File: src/rtl/morse_char_queue.sv
// morse_char_queue: 8-deep FIFO feeding received characters one at a time to a morse generator.
// Optional MORSE_QUEUE_UPCASE_EN folds lowercase ASCII to uppercase on entry.
module morse_char_queue #(
  parameter int WORD_BITS = 8,
  parameter int ADDR_BITS = 3
) (
  input  logic                 clk_i,
  input  logic                 reset_i,
  input  logic [WORD_BITS-1:0] rx_data_i,
  input  logic                 rx_done_i,
  input  logic                 morse_done_i,
  output logic [WORD_BITS-1:0] ascii_o,
  output logic                 en_o,
  output logic [ADDR_BITS:0]   count_o,
  output logic                 empty_o,
  output logic                 full_o,
  output logic                 overflow_o
);
  localparam int DEPTH = 2 ** ADDR_BITS;
  typedef enum logic {IDLE, BUSY} state_t;
  state_t state_q, state_d;
  logic [WORD_BITS-1:0] mem [DEPTH];
  logic [ADDR_BITS-1:0] wr_ptr, rd_ptr;
  logic [WORD_BITS-1:0] din;
  logic pop, push;
  assign empty_o = count_o == '0;
  assign full_o  = count_o == (ADDR_BITS+1)'(DEPTH);
  assign pop     = state_q == IDLE && !empty_o;
  // a full queue still accepts a byte when the head leaves at the same edge
  assign push    = rx_done_i && (!full_o || pop);
  always_comb begin
`ifdef MORSE_QUEUE_UPCASE_EN
    din = (rx_data_i >= WORD_BITS'(8'h61) && rx_data_i <= WORD_BITS'(8'h7A)) ? rx_data_i - WORD_BITS'(8'h20) : rx_data_i;
`else
    din = rx_data_i;
`endif
  end
  always_comb begin
    state_d = state_q;
    if (pop) state_d = BUSY;
    else if (state_q == BUSY && morse_done_i) state_d = IDLE;
  end
  always_ff @(posedge clk_i) if (push) mem[wr_ptr] <= din;
  always_ff @(posedge clk_i) begin
    if (reset_i) begin
      state_q    <= IDLE;
      wr_ptr     <= '0;
      rd_ptr     <= '0;
      count_o    <= '0;
      ascii_o    <= '0;
      en_o       <= 1'b0;
      overflow_o <= 1'b0;
    end else begin
      state_q <= state_d;
      en_o    <= pop;
      if (push) wr_ptr <= wr_ptr + ADDR_BITS'(1);
      if (pop) begin
        rd_ptr  <= rd_ptr + ADDR_BITS'(1);
        ascii_o <= mem[rd_ptr];
      end
      count_o <= (push && !pop) ? count_o + (ADDR_BITS+1)'(1) :
                 (!push && pop) ? count_o - (ADDR_BITS+1)'(1) : count_o;
      if (rx_done_i && !push) overflow_o <= 1'b1;
    end
  end
endmodule

File: config.mk
export PLATFORM = sky130hd
export DESIGN_NAME = morse_char_queue
export DESIGN_NICKNAME = d
export VERILOG_FILES = /design/src/rtl/morse_char_queue.sv
export SDC_FILE = /design/constraint.sdc
export NUM_CORES = 1
export LEC_CHECK = 0
export BUFFER_PORTS_ARGS = -buffer_cell sky130_fd_sc_hd__buf_4
export CAP_MARGIN = 0
export CORE_MARGIN = 2
export CORE_UTILIZATION = 30
export DETAILED_ROUTE_END_ITERATION = 12
export GPL_TIMING_DRIVEN = 0
export RECOVER_POWER = 100
export SETUP_SLACK_MARGIN = 0.02
export SLEW_MARGIN = 15
export SYNTH_ARGS = -nofsm -noshare
export SYNTH_HDL_FRONTEND = slang
export SYNTH_SLANG_ARGS = --single-unit
File: constraint.sdc
create_clock -name clk_i -period 6.13 [get_ports clk_i]
set_clock_uncertainty 0.15 [all_clocks]
set_input_delay 0.613 -clock clk_i [delete_from_list [all_inputs] [get_ports clk_i]]
set_output_delay 0.613 -clock clk_i [all_outputs]
set_load 0.03 [all_outputs]
Word-level counts from Yosys, hierarchy flattened
Memories as Yosys holds them, arrays and structs flattened. A register that Yosys moved wholly into a read port is not among the register bits. Index checks and enable logic that the tools add are counted.

RAM bits: 64. Output and inout port bits: 16. Input bits: 12. Memories: 1. Flip-flop bits (word level): 13.

Memories: mem (depth 8, bits a word 8, read ports 1, clocked after memory_dff 1, wr ports 1, line 22) `logic [WORD_BITS-1:0] mem [DEPTH];`.

Reduce and logical (&&, ||, !) cells: 14. Bitwise operators: 1. Muxes and demuxes: 6. Add/subtract/negate cells: 4. Equal/unequal tests: 1.

Operator list (count): 4-bit two-way mux (2); 3-bit by 1-bit adder with 3-bit output (second input constant) (2); 1-bit logical AND (6); 4-bit by 1-bit adder with 4-bit output (second input constant) (1); 4-bit == test (second input constant) (1); 1-bit zero test (4); 4-bit zero test (1); 1-bit two-way mux (4); 2-bit nonzero test (2); 4-bit by 1-bit subtractor with 4-bit output (second input constant) (1); 1-bit logical OR (1); 1-bit inverter (1).

Logic depth before layout (Yosys ltp)
Gate-level depths: netlist of run 1.

Depth after elaboration: 9. Gate-level depth with buffers: 11. Gate-level depth less buffers: 11.

Least setup slack after synthesis of run 1
No wires, ideal clock.

Path kind: register to register. Start: register count_o[3]. End: register count_o[3]. Stages on the path, launching flop included: 12. Setup time: 0.121 ns. Period minus slack after synthesis: 3.194 ns. Buffers on the path: 0. Data arrival time: 2.924 ns. Data required time: 5.859 ns. Setup slack: 2.936 ns. Cells stage by stage: dfxtp_1 > nor4b_2 > nand2_1 > nand2_1 > inv_2 > ha_1 > inv_1 > ha_1 > a21oi_1 > a211oi_1 > a31oi_1 > mux2_2.

RTL lines: start: declaration (line 14) `output logic [ADDR_BITS:0] count_o,`; start signal: assignment (line 61) `count_o <= (push && !pop) ? count_o + (ADDR_BITS+1)'(1) :`; 4-bit == test * (line 27) `assign full_o = count_o == (ADDR_BITS+1)'(DEPTH);`; via full_o (line 16) `output logic full_o,`; 1-bit zero test * (line 30) `assign push = rx_done_i && (!full_o || pop);`; 1-bit logical OR * (line 30); 1-bit logical AND * (line 30); via push (line 25) `logic pop, push;`; 1-bit zero test (line 62) `(!push && pop) ? count_o - (ADDR_BITS+1)'(1) : count_o;`; 1-bit logical AND (line 62); 2-bit nonzero test (no line).

The timed path passes the listed nets; every way through them passes the cells marked *. The select of a mux whose other input is x is not followed. A chain may end at the register's enable or synchronous reset.

Worst setup path in the final report of run 1
Start: register count_o[0]. End: register count_o[3].

Word-level cells in the longest chain between the ends: 8.

Ends and longest elaborated chain: 4-bit zero test (line 26) `assign empty_o = count_o == '0;`; 1-bit zero test (line 28) `assign pop = state_q == IDLE && !empty_o;`; 1-bit logical AND (line 28); 1-bit logical OR * (line 30); 1-bit logical AND * (line 30); via push (line 25); 1-bit zero test (line 62); 1-bit logical AND (line 62); 2-bit nonzero test (no line).

Marks and branches as above.

==> results of run 1 <==
## stage by stage
stage / setup WS, ns / hold slack [ns] / power [mW] / instances
final: 3.04 / 0.329 / 1.63 / 385
after detailed placement: 3.18 / 0.315 / 1.32 / 369
after global placement: 3.15 / 0.306 / 1.31 / 368
after CTS: 3.16 / 0.335 / 1.69 / 385
after floorplan: 2.94 / 0.344 / 1.15 / 201
after global routing: 2.78 / 0.366 / 1.73 / 385
## power groups by stage
stage,clock (mW),combinational (mW),sequential (mW)
floorplan,0,0.367,0.786
detailed placement,0,0.583,0.735
global placement,0,0.574,0.732
finish,0.378,0.534,0.718
CTS,0.387,0.584,0.722
global route,0.415,0.593,0.725
## final timing paths
| path | depth (start not counted) | endpoint | slack, ns |
|---|---|---|---|
| hold / removal | 2 | overflow_o | 0.33 |
| hold reg to reg | 2 | overflow_o | 0.33 |
| setup reg to reg | 11 | count_o[3] | 3.04 |
| setup / recovery | 11 | count_o[3] | 3.04 |
## layout make-up
type / count / share of cell area [%]
clock buffers: 10 / 3.35
inverters: 5 / 0.493
multi-input cells: 102 / 24.2
clock inverters: 6 / 1.64
flip-flops and latches: 85 / 61.5
plain buffers: 9 / 1.28
well taps: 140 / 4.60
repair buffers: 28 / 2.96
## cell usage after synthesis, drive strengths merged, types with 3 or more instances
library cell,instances
xnor2,3
dfxtp,21
nand3,3
buf,6
a21oi,5
inv,5
clkbuf,3
ha,5
nor3,12
mux4,16
nand2,6
o22ai,8
nand2b,4
nor2,25
edfxtp,64
## sequential cells by signal (all words and copies together) (netlist names)
name,count
overflow_o,1
rd_ptr,3
state_q,1
wr_ptr,3
en_o,1
mem,64
count_o,4
ascii_o,8
## cell families after synthesis
logic type,count (synthesis),share of synthesized area (%)
AOI/OAI and AO/OA,17,3.29
and+or+nand+nor,55,9.02
DFF,85,70.1
buffers and inverters,14,2.10
muxes,19,11.7
xor gates and xnor gates,5,1.31
adders and majority gates,6,2.47
## worst max-delay path, delay by kind of cell (launching register included)
family	cells	cell delay, ns
simple gates	3	0.79
fa+ha+maj	2	0.52
compound gates	3	0.50
flops	1	0.39
mux	1	0.35
buf+inv	2	0.29
## layer usage
metal | vias to the layer above | GRT usage [%] | share of wire, %
li1 | 848 | - | -
met1 | 890 | 14.4 | 44
met2 | 54 | 16.9 | 49
met3 | 11 | 3.32 | 6.2
met4 | 0 | 4.07 | 1.3
met5 | - | 0 | 0
==> summary.md, run 1 <==
## Layout
• most common cell after layout, fill and taps aside: edfxtp_1
• multi-input gate area in the final layout: 920 um^2
• post-route design area: 3810 um^2
• Syn-to-layout area delta: 13.9%
• fraction of the core area covered by cells at the end of the flow: 35.1%
• antenna diode count: 0
• most frequent cells in the layout: 64 x edfxtp_1, 33 x clkbuf_1, 25 x nor2_1
• Fill cells: 1065
• area taken by flip-flops and latches: 2340 um^2
• layout cells sized above 1: 18.8%
• nets@finish: 258

## Clock tree
• H-tree depth: 3
• CTS root buffer: clkbuf_8
• Resized Gates After CTS: 0
• clock latency on the worst-skew pair: 0.34 ns
• # clock sinks: 85
• total CTS buffers: 9
• maximum buffer depth of the clock tree: 2
• TritonCTS clock tree: yes
• number of buffers inserted for hold repair after clock tree synthesis: 0
• postcts setup bufs: 0
• clock edge transition at the registers on the reported setup and hold paths: 0.08 ns

## Worst setup path
• Max stage delay on crit path: 0.49 ns
• Critical Path Fanout Max: 6
• kind of critical path: reg -> reg
• startpoint of the worst-slack reg-to-reg timing path: count_o[0]
• Critical Path End Type: flip-flop
• category of the worst setup path launch point: flip-flop
• launching instance or port of the critical path: count_o[0]
• worst endpoint required time: 6.22 ns
• arrival time at the worst endpoint: 3.18 ns
• worst-path cell chain: nor4b_1 > nand2_1 > nand2_1 > inv_1 > ha_1 > inv_1 > ha_1 > a21oi_1 > a211oi_1 > a31oi_1 > mux2_2
• CP max stage cell: nor4b_1

## Routing
• mean number of vias per cell: 4.68
• Routed Wire Length: 6080 um
• drt first pass iters: 4
• average detailed-routed wire length per instance: 15.8 um
• Iteration-0 DRC Markers: 56
• total number of vias: 1803
• Post-route DRC: 0
• antenna-violating nets left: 0

## Power
• leakage power figure: 1.22 nW
• Int Pwr: 1.08 mW
• power density of the placed cells: 428 nW/um^2
• Sw Ratio: 34.0%
• part of the power in the clock network: 23.2%
• fraction of power consumed by combinational cells: 32.7%
• sequential fraction of design power: 44.0%
• switching power total: 0.554 mW
• highest ir drop seen on vdd: 0.160 mV

## Timing
• setup violators final: 0
• final critical delay including setup and external delays: 3.09 ns
• Slew @ Worst Pin: 1.50 ns
• worst rel slew slack: -0.551%
• Final period util: 50.4%
• aggregate negative setup slack: 0 ns
• RSZ-0062 raised after global routing: false
• final number of hold-violating endpoints: 0
• max-slew violation count: 1
• f_max: 323 MHz

## Global routing
• pin count of the biggest net entering global routing: 15
• via count of the first global-routing pass: 1749
• global-route wire length before repair: 9370 um
• residual overflow from global routing: 0
• aggregate global-route resource usage: 10.9%
• number of antenna violations at the first check in global routing: 0

## Die
• number of rows created at floorplan: 38
• die extent in y: 110 um
• Initial Util: 30.8%
• total I/O pin count: 28
• Core ar.: 10800 um^2
• Die Span X: 110 um
• die outline area: 12000 um^2

## Synth
• Synth Instances: 201
• biggest area consumer among synthesized cells: edfxtp_1
• top cells by area, synth: edfxtp_1 58%, dfxtp_1 13%, mux4_2 11%
• Mapped Avg Cell Area: 16.6 um^2
• netlist area before placement: 3340 um^2
• share of Yosys cell area claimed by the top area cell type: 57.5%
• Yosys warning total: 0
• net count after synthesis: 219
• post-synthesis async set-or-reset flop share: 0%
• EDFF count, synth: 64
• synth unique cells: 33
• share of the yosys chip area belonging to registers: 70.1%
• number of synthesized register bits: 85
• ys flop type: edfxtp_1

## Flow run
• max-capacitance violation count: 1

## Run status
• outcome: finished, violations left
• violated checks: capacitance limit, slew limit

## Min path
• min-delay src: overflow_o
• class of the tightest hold or removal check: reg -> reg

## Placed design
• Area after DPL: 3750 um^2
• routability congestion estimate: 0.718
• DP HPWL: 4060 um
• number of port buffers: 27

No activity file was read; power rests on OpenSTA's default activity.
==> run 2: changes to the inputs <==
==> constraint.sdc (replaced) <==
create_clock -name clk_i -period 2.6 [get_ports clk_i]
set_clock_uncertainty 0.15 [all_clocks]
set_input_delay 0.26 -clock clk_i [delete_from_list [all_inputs] [get_ports clk_i]]
set_output_delay 0.26 -clock clk_i [all_outputs]
set_load 0.03 [all_outputs]
==> summary.md, run 2 (synthesis results as in run 1) <==
## Run status
• outcome: finished clean

## Power
• part of the power in the clock network: 22.3%, -0.9 points
• leakage power figure: 1.37 nW, +12%
• switching power total: 1.43 mW, +160%
• Int Pwr: 2.72 mW, +150%
• power density of the placed cells: 1010 nW/um^2, +140%
• sequential fraction of design power: 41.1%, -2.9 points
• Sw Ratio: 34.4%, +0.42 points
• highest ir drop seen on vdd: 0.540 mV, +240%
• fraction of power consumed by combinational cells: 36.6%, +3.9 points

## Placed design
• Area after DPL: 3840 um^2, +2.2%
• routability congestion estimate: 0.679, -5.4%
• number of port buffers: 27, unchanged
• DP HPWL: 4250 um, +4.7%

## Worst setup path
• Max stage delay on crit path: 0.57 ns, +0.08 ns
• Critical Path Fanout Max: 4, -2
• worst endpoint required time: 2.70 ns, -3.52 ns
• kind of cell with the highest combined delay on the critical path: simple AND/OR/NAND/NOR gates
• Critical Path End Type: flip-flop
• CP max stage cell: or4_4
• worst-path cell chain: or4_4 > inv_4 > nor2_2 > inv_2 > ha_4 > inv_4 > ha_4 > a21oi_4 > a211oi_2 > a31oi_1 > mux2_2
• kind of critical path: reg -> reg
• arrival time at the worst endpoint: 2.66 ns, -0.52 ns
• worst path buffer plus inverter count: 3, +1
• category of the worst setup path launch point: flip-flop

## Die
• Die Span X: 110 um, unchanged
• number of rows created at floorplan: 38, unchanged
• Initial Util: 30.8%, unchanged
• total I/O pin count: 28, unchanged
• Core ar.: 10800 um^2, unchanged
• die outline area: 12000 um^2, unchanged
• die extent in y: 110 um, unchanged

## Global routing
• global-route wire length before repair: 9910 um, +5.7%
• pin count of the biggest net entering global routing: 16, +1
• aggregate global-route resource usage: 11.6%, +0.72 points
• via count of the first global-routing pass: 1834, +4.9%
• number of antenna violations at the first check in global routing: 0, unchanged
• residual overflow from global routing: 0, unchanged

## Clock tree
• CTS root buffer: clkbuf_8
• maximum buffer depth of the clock tree: 2, unchanged
• clock latency on the worst-skew pair: 0.35 ns, about the same
• # clock sinks: 85, unchanged
• total CTS buffers: 9, unchanged
• H-tree depth: 3, unchanged
• clock edge transition at the registers on the reported setup and hold paths: 0.09 ns, about the same
• TritonCTS clock tree: yes

## Timing
• final critical delay including setup and external delays: 2.55 ns, -0.537 ns
• Final period util: 98.3%, +48 points
• RSZ-0062 raised after global routing: true
• max-slew violation count: 0, -1
• aggregate negative setup slack: 0 ns, unchanged
• setup violators final: 0, unchanged
• f_max: 391 MHz, +21%
• final number of hold-violating endpoints: 0, unchanged
• Slew @ Worst Pin: 0.905 ns, -0.592 ns
• worst rel slew slack: 39.4%, +40 points

## Layout
• antenna diode count: 0, unchanged
• nets@finish: 275, +6.6%
• Largest register FFs: 64, unchanged
• biggest registers after layout: mem: 64 flops, ascii_o: 8 flops, count_o: 4 flops
• layout cells sized above 1: 34.0%, +15 points
• most common cell after layout, fill and taps aside: edfxtp_1
• largest reg by FF count: mem
• post-route design area: 4120 um^2, +8.1%
• most frequent cells in the layout: 64 x edfxtp_1, 24 x nor2_1, 22 x clkbuf_1
• Syn-to-layout area delta: 23.1%

## Min path
• class of the tightest hold or removal check: in -> reg

## Routing
• Post-route DRC: 0, unchanged
• mean number of vias per cell: 4.64, -0.99%
• drt first pass iters: 4, unchanged
• Routed Wire Length: 6360 um, +4.7%
• total number of vias: 1864, +3.4%
• antenna-violating nets left: 0, unchanged
• average detailed-routed wire length per instance: 15.8 um, +0.29%
• Iteration-0 DRC Markers: 95, +70%

## Flow run
• max-capacitance violation count: 0, -1

==> run 2: changes by cell type in the layout (fill, tap and decap cells not counted), sizes merged <==
cell | previous run | this run
buf | 5 | 24
clkbuf | 42 | 31
dlygate4sd3 | 0 | 8
clkinv | 2 | 3
clkinvlp | 2 | 1
inv | 6 | 7
==> run 2: stage by stage <==
step	power [mW]	setup WS [ns]	utilization (%)	std cells	hold WS [ns]
finish	4.15	0.0455	38.0	402	0.0169
CTS	4.16	0.0221	38.1	399	0.00790
detailed placement	3.19	-0.0729	35.4	372	0.309
global placement	3.16	-0.221	34.9	368	0.300
global route	4.38	-0.0794	38.0	402	0.0154
floorplan	2.79	-0.0523	-	201	0.209
==> run 2: worst reg2reg max path: stages (launching register included) <==
cell	delay [ns]
dfxtp_4	0.36
or4_4	0.57
inv_4	0.08
nor2_2	0.04
inv_2	0.09
ha_4	0.15
inv_4	0.05
ha_4	0.23
a21oi_4	0.14
a211oi_2	0.08
a31oi_1	0.17
mux2_2	0.34
==> run 2: power groups by stage <==
stage / Combinational, mW / Clock, mW / Sequential, mW
6_report: 1.52 / 0.924 / 1.71
2_1_floorplan: 0.920 / 0 / 1.87
3_5_place_dp: 1.45 / 0 / 1.75
5_1_grt: 1.65 / 0.996 / 1.73
4_1_cts: 1.50 / 0.947 / 1.71
3_3_place_gp: 1.42 / 0 / 1.74
==> run 2: repair_timing <==
| item | in CTS | in global routing |
|---|---|---|
| hold buffers | 8 | 0 |
| endpoints found under the setup margin | 1 | 1 |
| hold endpoints to repair | 61 | 0 |
| pin swaps | 2 | 2 |
| setup buffers | 3 | 3 |
| gates resized for setup | 1 | 6 |
==> run 2: layout make-up <==
cell class | instances | area, um^2
multi-input combinational | 102 | 1020
clock buffer | 9 | 124
sequential | 85 | 2360
clock inverter | 7 | 72.6
timing repair buffer | 45 | 290
tap | 140 | 175
fill | 1028 | 6730
buffer | 9 | 51.3
inverter | 5 | 26.3
==> run 2: final timing paths <==
path	from	end	slack, ns	depth (start not counted)
worst min-delay path	morse_done_i	state_q	0.02	3
worst max-delay path	count_o[3]	count_o[3]	0.05	11
worst min register to register	overflow_o	overflow_o	0.33	2
worst max register to register	count_o[3]	count_o[3]	0.05	11
==> run 2: metal layers <==
layer	vias to the layer above	track usage [%]	wire (um)
met5	-	0	0
met4	0	5.15	126
met1	923	15.7	3040
li1	885	-	-
met3	11	2.55	263
met2	45	17.9	2930
